<file path="config.mk">
export PLATFORM = sky130hd
export DESIGN_NAME = uart_cmd_loader_flat
export DESIGN_NICKNAME = d
export VERILOG_FILES = /design/src/rtl/uart_cmd_loader_if.sv /design/src/rtl/uart_cmd_loader.sv /design/src/flat_wrapper.sv
export SDC_FILE = /design/constraint.sdc
export NUM_CORES = 1
export LEC_CHECK = 0
export ABC_AREA = 1
export CAP_MARGIN = 40
export CORE_MARGIN = 3
export CORE_UTILIZATION = 30
export CTS_CLUSTER_DIAMETER = 30
export DETAILED_ROUTE_END_ITERATION = 12
export HOLD_SLACK_MARGIN = 0.03
export PLACE_DENSITY = 0.49
export SKIP_CTS_REPAIR_TIMING = 1
export SKIP_LAST_GASP = 1
export SLEW_MARGIN = 40
export SYNTH_ARGS = -nofsm -noshare
export SYNTH_HDL_FRONTEND = slang
export SYNTH_SLANG_ARGS = --single-unit
export TNS_END_PERCENT = 1
</file>
<file path="constraint.sdc">
create_clock -name i_clock -period 2.5 [get_ports i_clock]
set_clock_uncertainty 0.15 [all_clocks]
set_input_delay 0.625 -clock i_clock [delete_from_list [all_inputs] [get_ports i_clock]]
set_output_delay 0.625 -clock i_clock [all_outputs]
set_load 0.01 [all_outputs]
</file>
<file path="src/rtl/uart_cmd_loader_if.sv">
// rtl/uart_cmd_loader_if.sv - receive-side and instruction-memory/control signals of the UART command loader
interface uart_cmd_loader_if #(
  parameter int NB_DATA = 8,
  parameter int NB_WORD = 32,
  parameter int NB_ADDR = 8
);
  logic               i_rx_done;
  logic [NB_DATA-1:0] i_rx_data;
  logic               i_signal_tick;
  logic               o_imem_wr_en;
  logic [NB_ADDR-1:0] o_imem_addr;
  logic [NB_WORD-1:0] o_imem_data;
  logic               o_run;
  logic               o_step;
  logic               o_load_done;
  logic               o_cmd_error;
  logic               o_busy;

  modport master (
    output i_rx_done, i_rx_data, i_signal_tick,
    input  o_imem_wr_en, o_imem_addr, o_imem_data, o_run, o_step,
           o_load_done, o_cmd_error, o_busy
  );

  modport slave (
    input  i_rx_done, i_rx_data, i_signal_tick,
    output o_imem_wr_en, o_imem_addr, o_imem_data, o_run, o_step,
           o_load_done, o_cmd_error, o_busy
  );
endinterface

</file>
<file path="src/rtl/uart_cmd_loader.sv">
// rtl/uart_cmd_loader.sv - UART byte-stream command decoder and instruction memory loader
module uart_cmd_loader #(
  parameter int NB_DATA   = 8,
  parameter int NB_WORD   = 32,
  parameter int NB_ADDR   = 8,
  parameter int N_TIMEOUT = 2048
) (
  input logic               i_clock,
  input logic               i_reset,
  uart_cmd_loader_if.slave  ldr_if
);
  localparam int N_BYTES = NB_WORD / NB_DATA;
  localparam int NB_BIDX = (N_BYTES > 1) ? $clog2(N_BYTES) : 1;
  localparam int NB_TMO  = $clog2(N_TIMEOUT);

  localparam logic [1:0] ST_IDLE  = 2'd0;
  localparam logic [1:0] ST_COUNT = 2'd1;
  localparam logic [1:0] ST_BYTE  = 2'd2;
  localparam logic [1:0] ST_WRITE = 2'd3;

  localparam logic [NB_DATA-1:0] OP_LOAD = NB_DATA'(8'h4C);
  localparam logic [NB_DATA-1:0] OP_CONT = NB_DATA'(8'h43);
  localparam logic [NB_DATA-1:0] OP_STOP = NB_DATA'(8'h58);
  localparam logic [NB_DATA-1:0] OP_STEP = NB_DATA'(8'h53);

  localparam logic [NB_TMO-1:0]  TMO_LAST  = NB_TMO'(N_TIMEOUT - 2);
  localparam logic [NB_BIDX-1:0] BIDX_LAST = NB_BIDX'(N_BYTES - 1);

  logic [1:0]         state_q, state_d;
  logic [NB_WORD-1:0] word_q, word_d;
  logic [NB_BIDX-1:0] bidx_q, bidx_d;
  logic [NB_ADDR-1:0] addr_q, addr_d;
  logic [NB_DATA-1:0] left_q, left_d;
  logic [NB_TMO-1:0]  tmo_q, tmo_d;
  logic               pend_q, pend_d;
  logic [NB_DATA-1:0] pend_data_q, pend_data_d;
  logic               run_q, run_d;
  logic               step_q, step_d;
  logic               done_q, done_d;
  logic               err_q, err_d;
  logic               wr_q, wr_d;

  // A byte held over from the final WRITE cycle is consumed ahead of any new arrival.
  logic               in_valid;
  logic [NB_DATA-1:0] in_byte;
  logic [NB_WORD-1:0] word_shift;
  logic               timed_out;

  assign in_valid   = pend_q | ldr_if.i_rx_done;
  assign in_byte    = pend_q ? pend_data_q : ldr_if.i_rx_data;
  assign word_shift = {in_byte, word_q[NB_WORD-1:NB_DATA]};
  assign timed_out  = ldr_if.i_signal_tick && (tmo_q == TMO_LAST);

  // Next-state logic: command decode, word assembly, write sequencing and byte timeout.
  always_comb begin
    state_d     = state_q;
    word_d      = word_q;
    bidx_d      = bidx_q;
    addr_d      = addr_q;
    left_d      = left_q;
    tmo_d       = tmo_q;
    run_d       = run_q;
    step_d      = 1'b0;
    done_d      = 1'b0;
    err_d       = 1'b0;
    wr_d        = 1'b0;
    pend_d      = pend_q & ldr_if.i_rx_done;
    pend_data_d = (pend_q & ldr_if.i_rx_done) ? ldr_if.i_rx_data : pend_data_q;

    case (state_q)
      ST_IDLE: begin
        tmo_d = '0;
        if (in_valid) begin
          case (in_byte)
            OP_LOAD: begin
              if (run_q) err_d = 1'b1;
              else begin
                state_d = ST_COUNT;
                bidx_d  = '0;
              end
            end
            OP_CONT: run_d = 1'b1;
            OP_STOP: run_d = 1'b0;
            OP_STEP: begin
              if (run_q) err_d = 1'b1;
              else       step_d = 1'b1;
            end
            default: err_d = 1'b1;
          endcase
        end
      end

      ST_COUNT: begin
        if (in_valid) begin
          tmo_d = '0;
          if (in_byte == '0) begin
            done_d  = 1'b1;
            state_d = ST_IDLE;
          end else begin
            left_d  = in_byte;
            addr_d  = '0;
            bidx_d  = '0;
            state_d = ST_BYTE;
          end
        end else if (timed_out) begin
          err_d   = 1'b1;
          state_d = ST_IDLE;
        end else if (ldr_if.i_signal_tick) begin
          tmo_d = tmo_q + NB_TMO'(1);
        end
      end

      ST_BYTE: begin
        if (in_valid) begin
          tmo_d  = '0;
          word_d = word_shift;
          if (bidx_q == BIDX_LAST) begin
            bidx_d  = '0;
            wr_d    = 1'b1;
            done_d  = (left_q == NB_DATA'(1));
            state_d = ST_WRITE;
          end else begin
            bidx_d = bidx_q + NB_BIDX'(1);
          end
        end else if (timed_out) begin
          err_d   = 1'b1;
          bidx_d  = '0;
          state_d = ST_IDLE;
        end else if (ldr_if.i_signal_tick) begin
          tmo_d = tmo_q + NB_TMO'(1);
        end
      end

      default: begin
        tmo_d  = '0;
        addr_d = addr_q + NB_ADDR'(1);
        left_d = left_q - NB_DATA'(1);
        if (left_q == NB_DATA'(1)) begin
          state_d = ST_IDLE;
          if (in_valid) begin
            pend_d      = 1'b1;
            pend_data_d = in_byte;
          end
        end else begin
          state_d = ST_BYTE;
          if (in_valid) begin
            word_d = word_shift;
            bidx_d = NB_BIDX'(1);
          end
        end
      end
    endcase
  end

  // State and output registers with synchronous active-high reset.
  always_ff @(posedge i_clock) begin
    if (i_reset) begin
      state_q     <= ST_IDLE;
      word_q      <= '0;
      bidx_q      <= '0;
      addr_q      <= '0;
      left_q      <= '0;
      tmo_q       <= '0;
      pend_q      <= 1'b0;
      pend_data_q <= '0;
      run_q       <= 1'b0;
      step_q      <= 1'b0;
      done_q      <= 1'b0;
      err_q       <= 1'b0;
      wr_q        <= 1'b0;
    end else begin
      state_q     <= state_d;
      word_q      <= word_d;
      bidx_q      <= bidx_d;
      addr_q      <= addr_d;
      left_q      <= left_d;
      tmo_q       <= tmo_d;
      pend_q      <= pend_d;
      pend_data_q <= pend_data_d;
      run_q       <= run_d;
      step_q      <= step_d;
      done_q      <= done_d;
      err_q       <= err_d;
      wr_q        <= wr_d;
    end
  end

  assign ldr_if.o_imem_wr_en = wr_q;
  assign ldr_if.o_imem_addr  = addr_q;
  assign ldr_if.o_imem_data  = word_q;
  assign ldr_if.o_run        = run_q;
  assign ldr_if.o_step       = step_q;
  assign ldr_if.o_load_done  = done_q;
  assign ldr_if.o_cmd_error  = err_q;
  assign ldr_if.o_busy       = (state_q != ST_IDLE);
endmodule

</file>
<file path="src/flat_wrapper.sv">
// flat-port wrapper written by rule: the top's interface ports become plain ports
module uart_cmd_loader_flat 
#(
  parameter int NB_DATA   = 8,
  parameter int NB_WORD   = 32,
  parameter int NB_ADDR   = 8,
  parameter int N_TIMEOUT = 2048
)
  (i_clock, i_reset, ldr_if_i_rx_done, ldr_if_i_rx_data, ldr_if_i_signal_tick, ldr_if_o_imem_wr_en, ldr_if_o_imem_addr, ldr_if_o_imem_data, ldr_if_o_run, ldr_if_o_step, ldr_if_o_load_done, ldr_if_o_cmd_error, ldr_if_o_busy);
  uart_cmd_loader_if #(.NB_DATA(NB_DATA), .NB_WORD(NB_WORD), .NB_ADDR(NB_ADDR)) ldr_if_i ();
  input logic i_clock;
  input logic i_reset;
  input wire logic [$bits(ldr_if_i.i_rx_done)-1:0] ldr_if_i_rx_done;
  input wire logic [$bits(ldr_if_i.i_rx_data)-1:0] ldr_if_i_rx_data;
  input wire logic [$bits(ldr_if_i.i_signal_tick)-1:0] ldr_if_i_signal_tick;
  output wire logic [$bits(ldr_if_i.o_imem_wr_en)-1:0] ldr_if_o_imem_wr_en;
  output wire logic [$bits(ldr_if_i.o_imem_addr)-1:0] ldr_if_o_imem_addr;
  output wire logic [$bits(ldr_if_i.o_imem_data)-1:0] ldr_if_o_imem_data;
  output wire logic [$bits(ldr_if_i.o_run)-1:0] ldr_if_o_run;
  output wire logic [$bits(ldr_if_i.o_step)-1:0] ldr_if_o_step;
  output wire logic [$bits(ldr_if_i.o_load_done)-1:0] ldr_if_o_load_done;
  output wire logic [$bits(ldr_if_i.o_cmd_error)-1:0] ldr_if_o_cmd_error;
  output wire logic [$bits(ldr_if_i.o_busy)-1:0] ldr_if_o_busy;
  assign ldr_if_i.i_rx_done = ldr_if_i_rx_done;
  assign ldr_if_i.i_rx_data = ldr_if_i_rx_data;
  assign ldr_if_i.i_signal_tick = ldr_if_i_signal_tick;
  assign ldr_if_o_imem_wr_en = ldr_if_i.o_imem_wr_en;
  assign ldr_if_o_imem_addr = ldr_if_i.o_imem_addr;
  assign ldr_if_o_imem_data = ldr_if_i.o_imem_data;
  assign ldr_if_o_run = ldr_if_i.o_run;
  assign ldr_if_o_step = ldr_if_i.o_step;
  assign ldr_if_o_load_done = ldr_if_i.o_load_done;
  assign ldr_if_o_cmd_error = ldr_if_i.o_cmd_error;
  assign ldr_if_o_busy = ldr_if_i.o_busy;
  uart_cmd_loader #(.NB_DATA(NB_DATA), .NB_WORD(NB_WORD), .NB_ADDR(NB_ADDR), .N_TIMEOUT(N_TIMEOUT)) u_core (.i_clock(i_clock), .i_reset(i_reset), .ldr_if(ldr_if_i));
endmodule
</file>
==> summary.md, run 1 <==
| Metric | Value |
|---|---|
| Status | completed |
| Share of layout cells above drive strength 1 | 0.1311 |
| Final hold vios | 0 |
| Layout area overhead | 28.48% |
| Final global-route overflow total | 0 |
| First-pass GRT wire length | 16910 µm |
| Post-Synthesis Cells | 548 |
| Core Util, Final | 0.3966 |
| Layout Nets | around 640 |
| Multi-input gate area | a little over 2000 µm² |
| Die H | 120.4 µm |
| FF/Latch Area | 1541 µm² |
| Clk root buf | clkbuf_16 |
| DR vias | 3602 |
| Setup TNS | 0 ns |
| DP HPWL | 7252 µm |
| Peak VDD IR | ~0.32 mV |
| CP required | 1.73 ns |
| Total track usage | 0.1449 |
| Crit-path leading delay family | buffers and inverters |
| Crit path DAT | 1.42 ns |
| CTS tree | done |
| EDFF count, synth | 0 |
| CP endpoint kind | output port |
| Slowest stage cell, crit path | clkdlybuf4s50_1 |
| Row count | 41 |
| Post-synth top area share | 0.3925 |
| Drt total wl | 9906 µm |
| Crit Path Category | register to output port |
| Num CTS Buffers | 9 |
| Cell area after synthesis | 3928 µm² |
| Synth warnings | 0 |
| Sequential element share of the synthesized area | 0.3925 |
| Later-pin clock latency in the skew report | 0.34 ns |
| Synth area leader | dfxtp_1 |
| Vias/cell | 4.559 |
| Synthesized area per cell | between 7 and 8 µm² |
| CTS sink count | 77 |
| Most common cell after layout, fill and taps aside | nor2_1 |
| Fin. max-slew vios | 0 |
| GP Congestion | 0.8349 |
| Final period util | 0.8762 |
| Yosys reg bits | between 70 and 80 |
| DRT antenna net count | 0 |
| Most frequent cells in the layout | nor2_1, nand2_1, dfxtp_1, o21ai_0, clkdlybuf4s50_1 |
| Ant. Diodes | 0 |
| Initial Utilization | 0.3087 |
| # IOs | a little under 60 |
| Drt drc | 0 |
| Die X | between 100 and 150 µm |
| Drt initial violations | 209 |
| Post-route cell area | between 5000 and 6000 µm² |
| Critical path startpoint category | register |
| Hold WC Path Type | register to register |
| Max_cap viols | 0 |
| Largest net degree at the start of global routing | between 40 and 50 |
| Lkg Pwr | 1.929 nW |
| Power Dens Cells | 549.2 nW/µm² |
| Crit path time final | 2.191 ns |
| Critical path's largest stage delay | 0.60 ns |
| Cells along the critical path | clkdlybuf4s50_1 |
| CTS H-tree lvls | 3 |
| Leading register cell type out of synthesis | dfxtp_1 |
| Synth async-reset ratio | 0 |
| Count of different cell masters after synthesis | 42 |
| Fill count | 1376 |
| Vias in the first global route | ~3500 |
| Core Region | 12720 µm² |
| 1st-pass router iterations | 4 |
| Routed length per placed instance | 12.54 µm |
| Synth top area cells | dfxtp_1, nor2_1, nand2_1, o21ai_0, inv_1 |
| Clk buf depth | 2 |
| Reg clk slew, reported paths | approximately 0.06 ns |
| Highest clock rate | ~460 MHz |
| Relative slew slack | 0.5727 |
| Final Setup Violations | 0 |
| Die area | 14500 µm² |
| Slew at the pin closest to its max-slew limit | approximately 0.64 ns |
| Placement Cell Area | 4725 µm² |
| CP Buf/Inv Count | 1 |
| Input/output buffers | 57 |
| Initial antenna violation count | 0 |
| Worst-path fanout max | 8 |
| RSZ-0062 raised after global routing | false |
| Syn_nets | 570 |
==> per-layer routing <==
layer  global-route usage  up-vias  wire length [µm]
li1                     -     1895                 -
met1               0.1856     1633              4882
met2               0.2344       65              4446
met3              0.04771        9               465
met4              0.03966        0               111
met5                    0        -                 0
==> worst register-to-register path, cell delays in order, from the launching register on <==
cell	delay [ns]
dfxtp_1	0.63
inv_2	0.19
nand2_1	0.10
nand2_1	0.12
nand2_1	0.13
nor2_2	0.07
nand2_1	0.06
nand2_1	0.06
o21ai_0	0.42
nor3b_1	0.11
==> logic make-up (layout without fill, tap and decap cells) <==
kind of cell	after synthesis	count (layout)	synth area share
XOR/XNOR	9	9	0.02007
AO/OA/AOI/OAI	115	115	0.1685
adder cells (fa/ha/maj)	10	10	0.03186
buffers and inverters	82	152	0.08952
AND/OR/NAND/NOR	255	255	0.2975
flip-flops	77	77	0.3925
==> through the flow <==
step | setup slack, ns | hold WS [ns] | total power, mW | cells
after floorplan | 0.6134 | 0.2843 | 1.341 | 548
after global placement | 0.04004 | 0.2994 | 1.403 | 774
after detailed placement | 0.01348 | 0.3066 | 1.404 | 774
after CTS | -0.1132 | 0.3161 | 2.824 | 790
after global routing | 0.09963 | 0.3366 | 2.893 | 790
final | 0.3094 | 0.3099 | 2.771 | 790
==> sequential cells by signal, indices dropped and copies added, names as in the netlist <==
register / count
u_core.bidx_q: 2
u_core.ldr_if.o_load_done: 1
u_core.ldr_if.o_imem_data: 32
u_core.ldr_if.o_imem_addr: 8
u_core.pend_q: 1
u_core.state_q: 2
u_core.pend_data_q: 8
u_core.ldr_if.o_imem_wr_en: 1
u_core.tmo_q: 11
u_core.ldr_if.o_run: 1
u_core.left_q: 8
u_core.ldr_if.o_cmd_error: 1
u_core.ldr_if.o_step: 1
==> cell type report <==
| type | count | share of cell area |
|---|---|---|
| well taps | 172 | 0.04265 |
| clock buffers | 11 | 0.04612 |
| flip-flops and latches | 77 | 0.3055 |
| clock inverters | 5 | 0.01661 |
| multi-input cells | 389 | 0.4037 |
| repair buffers | 74 | 0.1389 |
| inverters | 62 | 0.04662 |
==> cell usage after synthesis (8+ instances only) <==
cell type,n
nand2_1,93
nor2_1,94
inv_1,56
a21oi_1,32
a211oi_1,9
ha_1,10
o21ai_0,57
nand3_1,13
nand2_2,15
clkbuf_1,11
dfxtp_1,77
xor2_1,8
nor3_1,9
==> final timing paths <==
path | start | to | slack (ns) | cells past startpoint
min | u_core.left_q[7] | u_core.left_q[7] | 0.31 | 2
min reg2reg | u_core.left_q[7] | u_core.left_q[7] | 0.31 | 2
max | u_core.ldr_if.o_imem_addr[2] | ldr_if_o_imem_addr[2] | 0.31 | 1
max reg2reg | u_core.pend_q | u_core.ldr_if.o_imem_addr[6] | 0.33 | 9
==> report_power, final <==
| part | internal (mW) | total (mW) | switching, mW |
|---|---|---|---|
| sequential | 1.23 | 1.23 | 0.00276 |
| combinational | 0.0555 | 0.141 | 0.0859 |
| clock | 0.878 | 1.40 | 0.518 |
| total | 2.16 | 2.77 | 0.606 |
Power figures use the tool's default switching activity.
==> run 2: changes to the inputs <==
Settings changed: REMOVE_ABC_BUFFERS set to 1, TNS_END_PERCENT 1 to 5.
==> run 2 against run 1 <==
- clock power about the same
- via count up 0.44%
- setup slack worse by 0.22 ns
- sequential share of layout area down 0.13 points
- critical path depth up 3
- global-route usage down 0.29 points
- routed wire length up 0.16%
- sequential power about the same
- utilization up 0.24 points
- register-to-register slack better by 0.02 ns
- die area unchanged
- critical path type unchanged
==> summary.md, run 2 (synthesis results as in run 1) <==
| Metric | Value |
|---|---|
| Peak VDD IR | around 0.54 mV |
| Max_cap viols | 0 |
| 1st-pass router iterations | 7 |
| CTS tree | done |
| Final hold vios | 0 |
| Worst-path fanout max | 4 |
| Crit path DAT | ~1.6 ns |
| RSZ-0062 raised after global routing | false |
| Final period util | 0.9639 |
| Initial Utilization | 0.3087 |
| Layout area overhead | 29.25% |
| Share of layout cells above drive strength 1 | 0.1329 |
| Most frequent cells in the layout | nor2_1, nand2_1, dfxtp_1, o21ai_0, clkdlybuf4s50_1 |
| Largest net degree at the start of global routing | 43 |
| CP required | 1.73 ns |
| Layout Nets | 634 |
| Clk buf depth | 2 |
| DRT antenna net count | 0 |
| Initial antenna violation count | 0 |
| Row count | approximately 40 |
| CTS sink count | 77 |
| GP Congestion | 0.8322 |
| CTS H-tree lvls | 3 |
| Slowest stage cell, crit path | clkdlybuf4s50_1 |
| Routed length per placed instance | 12.58 µm |
| Slew at the pin closest to its max-slew limit | around 0.5 ns |
| Crit path time final | 2.410 ns |
| M1 GR Usage | 0.1761 |
| Relative slew slack | 0.6637 |
| Most common cell after layout, fill and taps aside | nor2_1 |
| Crit Path Category | register to output port |
| Die H | about 120 µm |
| Status | completed |
| Ant. Diodes | 0 |
| # IOs | 58 |
| Final global-route overflow total | 0 |
| First-pass GRT wire length | 16520 µm |
| Lkg Pwr | 1.918 nW |
| Vias/cell | 4.586 |
| DR vias | 3618 |
| Input/output buffers | 57 |
| Num CTS Buffers | 9 |
| Final Power | 2.780 mW |
| Power Dens Cells | 547.6 nW/µm² |
| Drt drc | 0 |
| Gr busiest metal | met2 |
| Placed Cells | 773 |
| DP HPWL | between 7000 and 8000 µm |
| Clk root buf | clkbuf_16 |
| Drt initial violations | 223 |
| Later-pin clock latency in the skew report | about 0.34 ns |
| Die area | 14500 µm² |
| Fin cells | 789 |
| Total track usage | 0.1420 |
| Vias in the first global route | between 3000 and 4000 |
| Cells along the critical path | inv_1, ha_2, inv_2, clkdlybuf4s50_1 |
| Die X | 120.4 µm |
| Crit-path leading delay family | buffers and inverters |
| Final Setup Violations | 0 |
| Critical path's largest stage delay | 0.54 ns |
| Critical path startpoint category | register |
| WHS | 0.3184 ns |
| Met3 Use GR | 0.04256 |
| Core Region | 12720 µm² |
| Drt total wl | roughly 9900 µm |
| CP Buf/Inv Count | 3 |
| Met2 Use GR | 0.2340 |
| CP endpoint kind | output port |
| Fin. max-slew vios | 0 |
| Max reg flops | 32 |
| Highest clock rate | 415.0 MHz |
| Reg clk slew, reported paths | 0.06 ns |
| Hold WC Path Type | register to register |
-- run 2: path summary, 6_finish.rpt --
path                                   endpoint  cells past startpoint  slack (ns)               from
worst max-delay path              ldr_if_o_busy                      4        0.09  u_core.state_q[0]
worst min-delay path            u_core.tmo_q[7]                      2        0.32    u_core.tmo_q[7]
worst max register to register  u_core.tmo_q[6]                     10        0.35    u_core.tmo_q[0]
worst min register to register  u_core.tmo_q[7]                      2        0.32    u_core.tmo_q[7]
-- run 2: power breakdown --
group,total (mW),internal [mW],switching (mW)
Combinational,0.140,0.0542,0.0853
Sequential,1.23,1.23,0.00268
Clock,1.41,0.879,0.528
Total,2.78,2.16,0.616
-- run 2: worst reg2reg max path, stage by stage (launching register included) --
cell and delay (ns):
dfxtp_1 0.37, inv_1 0.10, ha_1 0.22, inv_1 0.06, nor2_1 0.06, nand3_1 0.08, nand2_1 0.09, nor3_1 0.41
nand2_1 0.12, or2_2 0.29, a21oi_1 0.13
-- run 2: layout make-up --
| class | instances | area (µm²) |
|---|---|---|
| fillers | 1370 | 7646 |
| multi-input cells | 389 | 2037 |
| flip-flops and latches | 77 | 1544 |
| repair buffers | 73 | 728.2 |
| inverters | 62 | 235.2 |
| clock buffers | 11 | 232.7 |
| well taps | 172 | 215.2 |
| clock inverters | 5 | 83.83 |
-- run 2: stage by stage --
stage / TNS [ns] / utilization / area [µm²] / setup slack [ns]
after CTS: -0.08545 / 0.3986 / 5071 / -0.08545
after global placement: 0 / 0.3737 / 4755 / 0.002204
final: 0 / 0.3990 / 5076 / 0.09018
after global routing: 0 / 0.3990 / 5076 / 0.02610
after floorplan: 0 / - / 3811 / 0.2881
after detailed placement: 0 / 0.3737 / 4755 / 0.01368
-- run 2: layer usage --
metal	share of wire	wire [µm]	up-vias
li1	-	-	1895
met1	0.48	4716	1623
met2	0.46	4607	89
met3	0.050	498	11
met4	0.010	100	0
met5	0	0	-
==> run 3: changes to the inputs <==
--- a/config.mk
+++ b/config.mk
@@ -9,3 +9,2 @@
 export CAP_MARGIN = 40
-export CORE_MARGIN = 3
 export CORE_UTILIZATION = 30
--- a/constraint.sdc
+++ b/constraint.sdc
@@ -4,2 +4,2 @@
 set_output_delay 0.625 -clock i_clock [all_outputs]
-set_load 0.01 [all_outputs]
+set_load 0.02 [all_outputs]
==> run 3 against run 2 <==
- cell area fell by 1.1%
- maximum frequency increased by 7.0%
- clock power is 9% lower
- critical path depth down 3
- first-iteration DRC count is 15% lower
- combinational power barely moved
- utilization is 0.28 points lower
- register-to-register slack got worse by 0.02 ns
- global-route usage increased by 0.83 points
- flip-flop and latch count stayed put
- cell count decreased by 0.13%
- sequential share of layout area grew 0.29 points
- largest power group unchanged
==> summary.md, run 3 (synthesis results as in run 1) <==
| Metric | Value |
|---|---|
| Layout area overhead | 27.81% |
| Crit path time final | 2.252 ns |
| Final global-route overflow total | 0 |
| Lkg Pwr | 1.934 nW |
| Vias/cell | 4.497 |
| Crit path DAT | 1.48 ns |
| Clock share of power | 0.485 |
| Die area | 13550 µm² |
| DRT antenna net count | 0 |
| Most frequent cells in the layout | nor2_1, nand2_1, dfxtp_1, o21ai_0 |
| Status | completed |
| FF/Latch Area | 1541 µm² |
| Peak VDD IR | 0.3992 mV |
| Drt drc | 0 |
| DP HPWL | 6715 µm |
| Final period util | 0.9008 |
| GP Congestion | 0.7999 |
| Hold WC Path Type | register to register |
| CTS tree | done |
| Routed length per placed instance | 11.86 µm |
| Pint | approximately 2.1 mW |
| Reg clk slew, reported paths | 0.06 ns |
| Layout Nets | 634 |
| CP Buf/Inv Count | 1 |
| Total track usage | 0.1503 |
| Slew at the pin closest to its max-slew limit | 0.6557 ns |
| Die X | 116.4 µm |
| Final Setup Violations | 0 |
| Core Util, Final | 0.3962 |
| Critical path startpoint category | register |
| CTS H-tree lvls | 3 |
| Ant. Diodes | 0 |
| Clk root buf | clkbuf_16 |
| Most common cell after layout, fill and taps aside | nor2_1 |
| Critical path's largest stage delay | 0.66 ns |
| Reg-to-reg slack, setup | 0.33 ns |
| DR vias | 3544 |
| Switching share of power | 0.2302 |
| Setup WS post-layout | 0.2479 ns |
| Fill count | 1334 |
| Crit-path leading delay family | buffers and inverters |
| Core Region | 12670 µm² |
| Combinational Power Share | 0.052 |
| Fin. max-slew vios | 0 |
| Input/output buffers | 57 |
| Placement Setup Slack | -0.01390 ns |
| Share of layout cells above drive strength 1 | 0.1282 |
| Max_cap viols | 0 |
| Slowest stage cell, crit path | clkdlybuf4s50_1 |
| RSZ-0062 raised after global routing | false |
| Crit Path Category | register to output port |
| # IOs | 58 |
| Later-pin clock latency in the skew report | 0.35 ns |
| Seq pwr share | 0.463 |
| Cells along the critical path | clkdlybuf4s50_1 |
| Worst-path fanout max | 8 |
| Multi-input gate area | 2034 µm² |
| CP required | 1.73 ns |
| Power Dens Cells | roughly 530 nW/µm² |
| Final hold vios | 0 |
| CTS sink count | 77 |
| Final Power | 2.667 mW |
| Vias in the first global route | around 3300 |
| Max reg flops | 32 |
| Die H | ~120 µm |
| 1st-pass router iterations | 4 |
| Switch Pwr | ~0.6 mW |
| Relative slew slack | 0.5623 |
| First-pass GRT wire length | 15740 µm |
| CP endpoint kind | output port |
| Initial antenna violation count | 0 |
| Num CTS Buffers | 9 |
| Drt total wl | about 9300 µm |
| Drt initial violations | between 150 and 200 |
| Clk buf depth | 2 |
| Highest clock rate | 444.0 MHz |
| Row count | 41 |
| Largest net degree at the start of global routing | 41 |
| Initial Utilization | 0.3100 |
==> run 3: power by group through the flow <==
stage / logic, mW / registers [mW] / clock network, mW
final: 0.139 / 1.23 / 1.29
after global placement: 0.140 / 1.26 / 0
after detailed placement: 0.141 / 1.26 / 0
after global routing: 0.157 / 1.23 / 1.39
after floorplan: 0.0717 / 1.26 / 0
after CTS: 0.141 / 1.23 / 1.34
==> run 3: per-layer routing <==
layer,share of wire,vias to the layer above,GRT usage
met4,0.015,0,0.05385
li1,-,1885,-
met2,0.45,69,0.2493
met5,0,-,0
met3,0.058,10,0.05449
met1,0.48,1580,0.1781
==> run 3: through the flow <==
| step | cells | hold WS (ns) | cell area [µm²] | TNS, ns |
|---|---|---|---|---|
| 3_5_place_dp | 773 | 0.3073 | 4730 | -0.01390 |
| 5_1_grt | 788 | 0.3482 | 5020 | 0 |
| 2_1_floorplan | 528 | 0.2843 | 3811 | 0 |
| 3_3_place_gp | 773 | 0.2968 | 4730 | 0 |
| 6_report | 788 | 0.3143 | 5020 | 0 |
| 4_1_cts | 788 | 0.3168 | 5017 | -0.1478 |
==> run 3: path summary, 6_finish.rpt <==
path,from,endpoint,cells after the start
worst max-delay path,u_core.ldr_if.o_imem_addr[2],ldr_if_o_imem_addr[2],1
worst min register to register,u_core.left_q[7],u_core.left_q[7],2
worst max register to register,u_core.state_q[0],u_core.ldr_if.o_imem_data[28],7
worst min-delay path,u_core.left_q[7],u_core.left_q[7],2
==> run 3: cell type report <==
class / count / area share
clock buffers: 9 / 0.04487
well taps: 172 / 0.04287
repair buffers: 73 / 0.1406
multi-input cells: 389 / 0.4053
clock inverters: 6 / 0.01246
flip-flops and latches: 77 / 0.3071
inverters: 62 / 0.04686
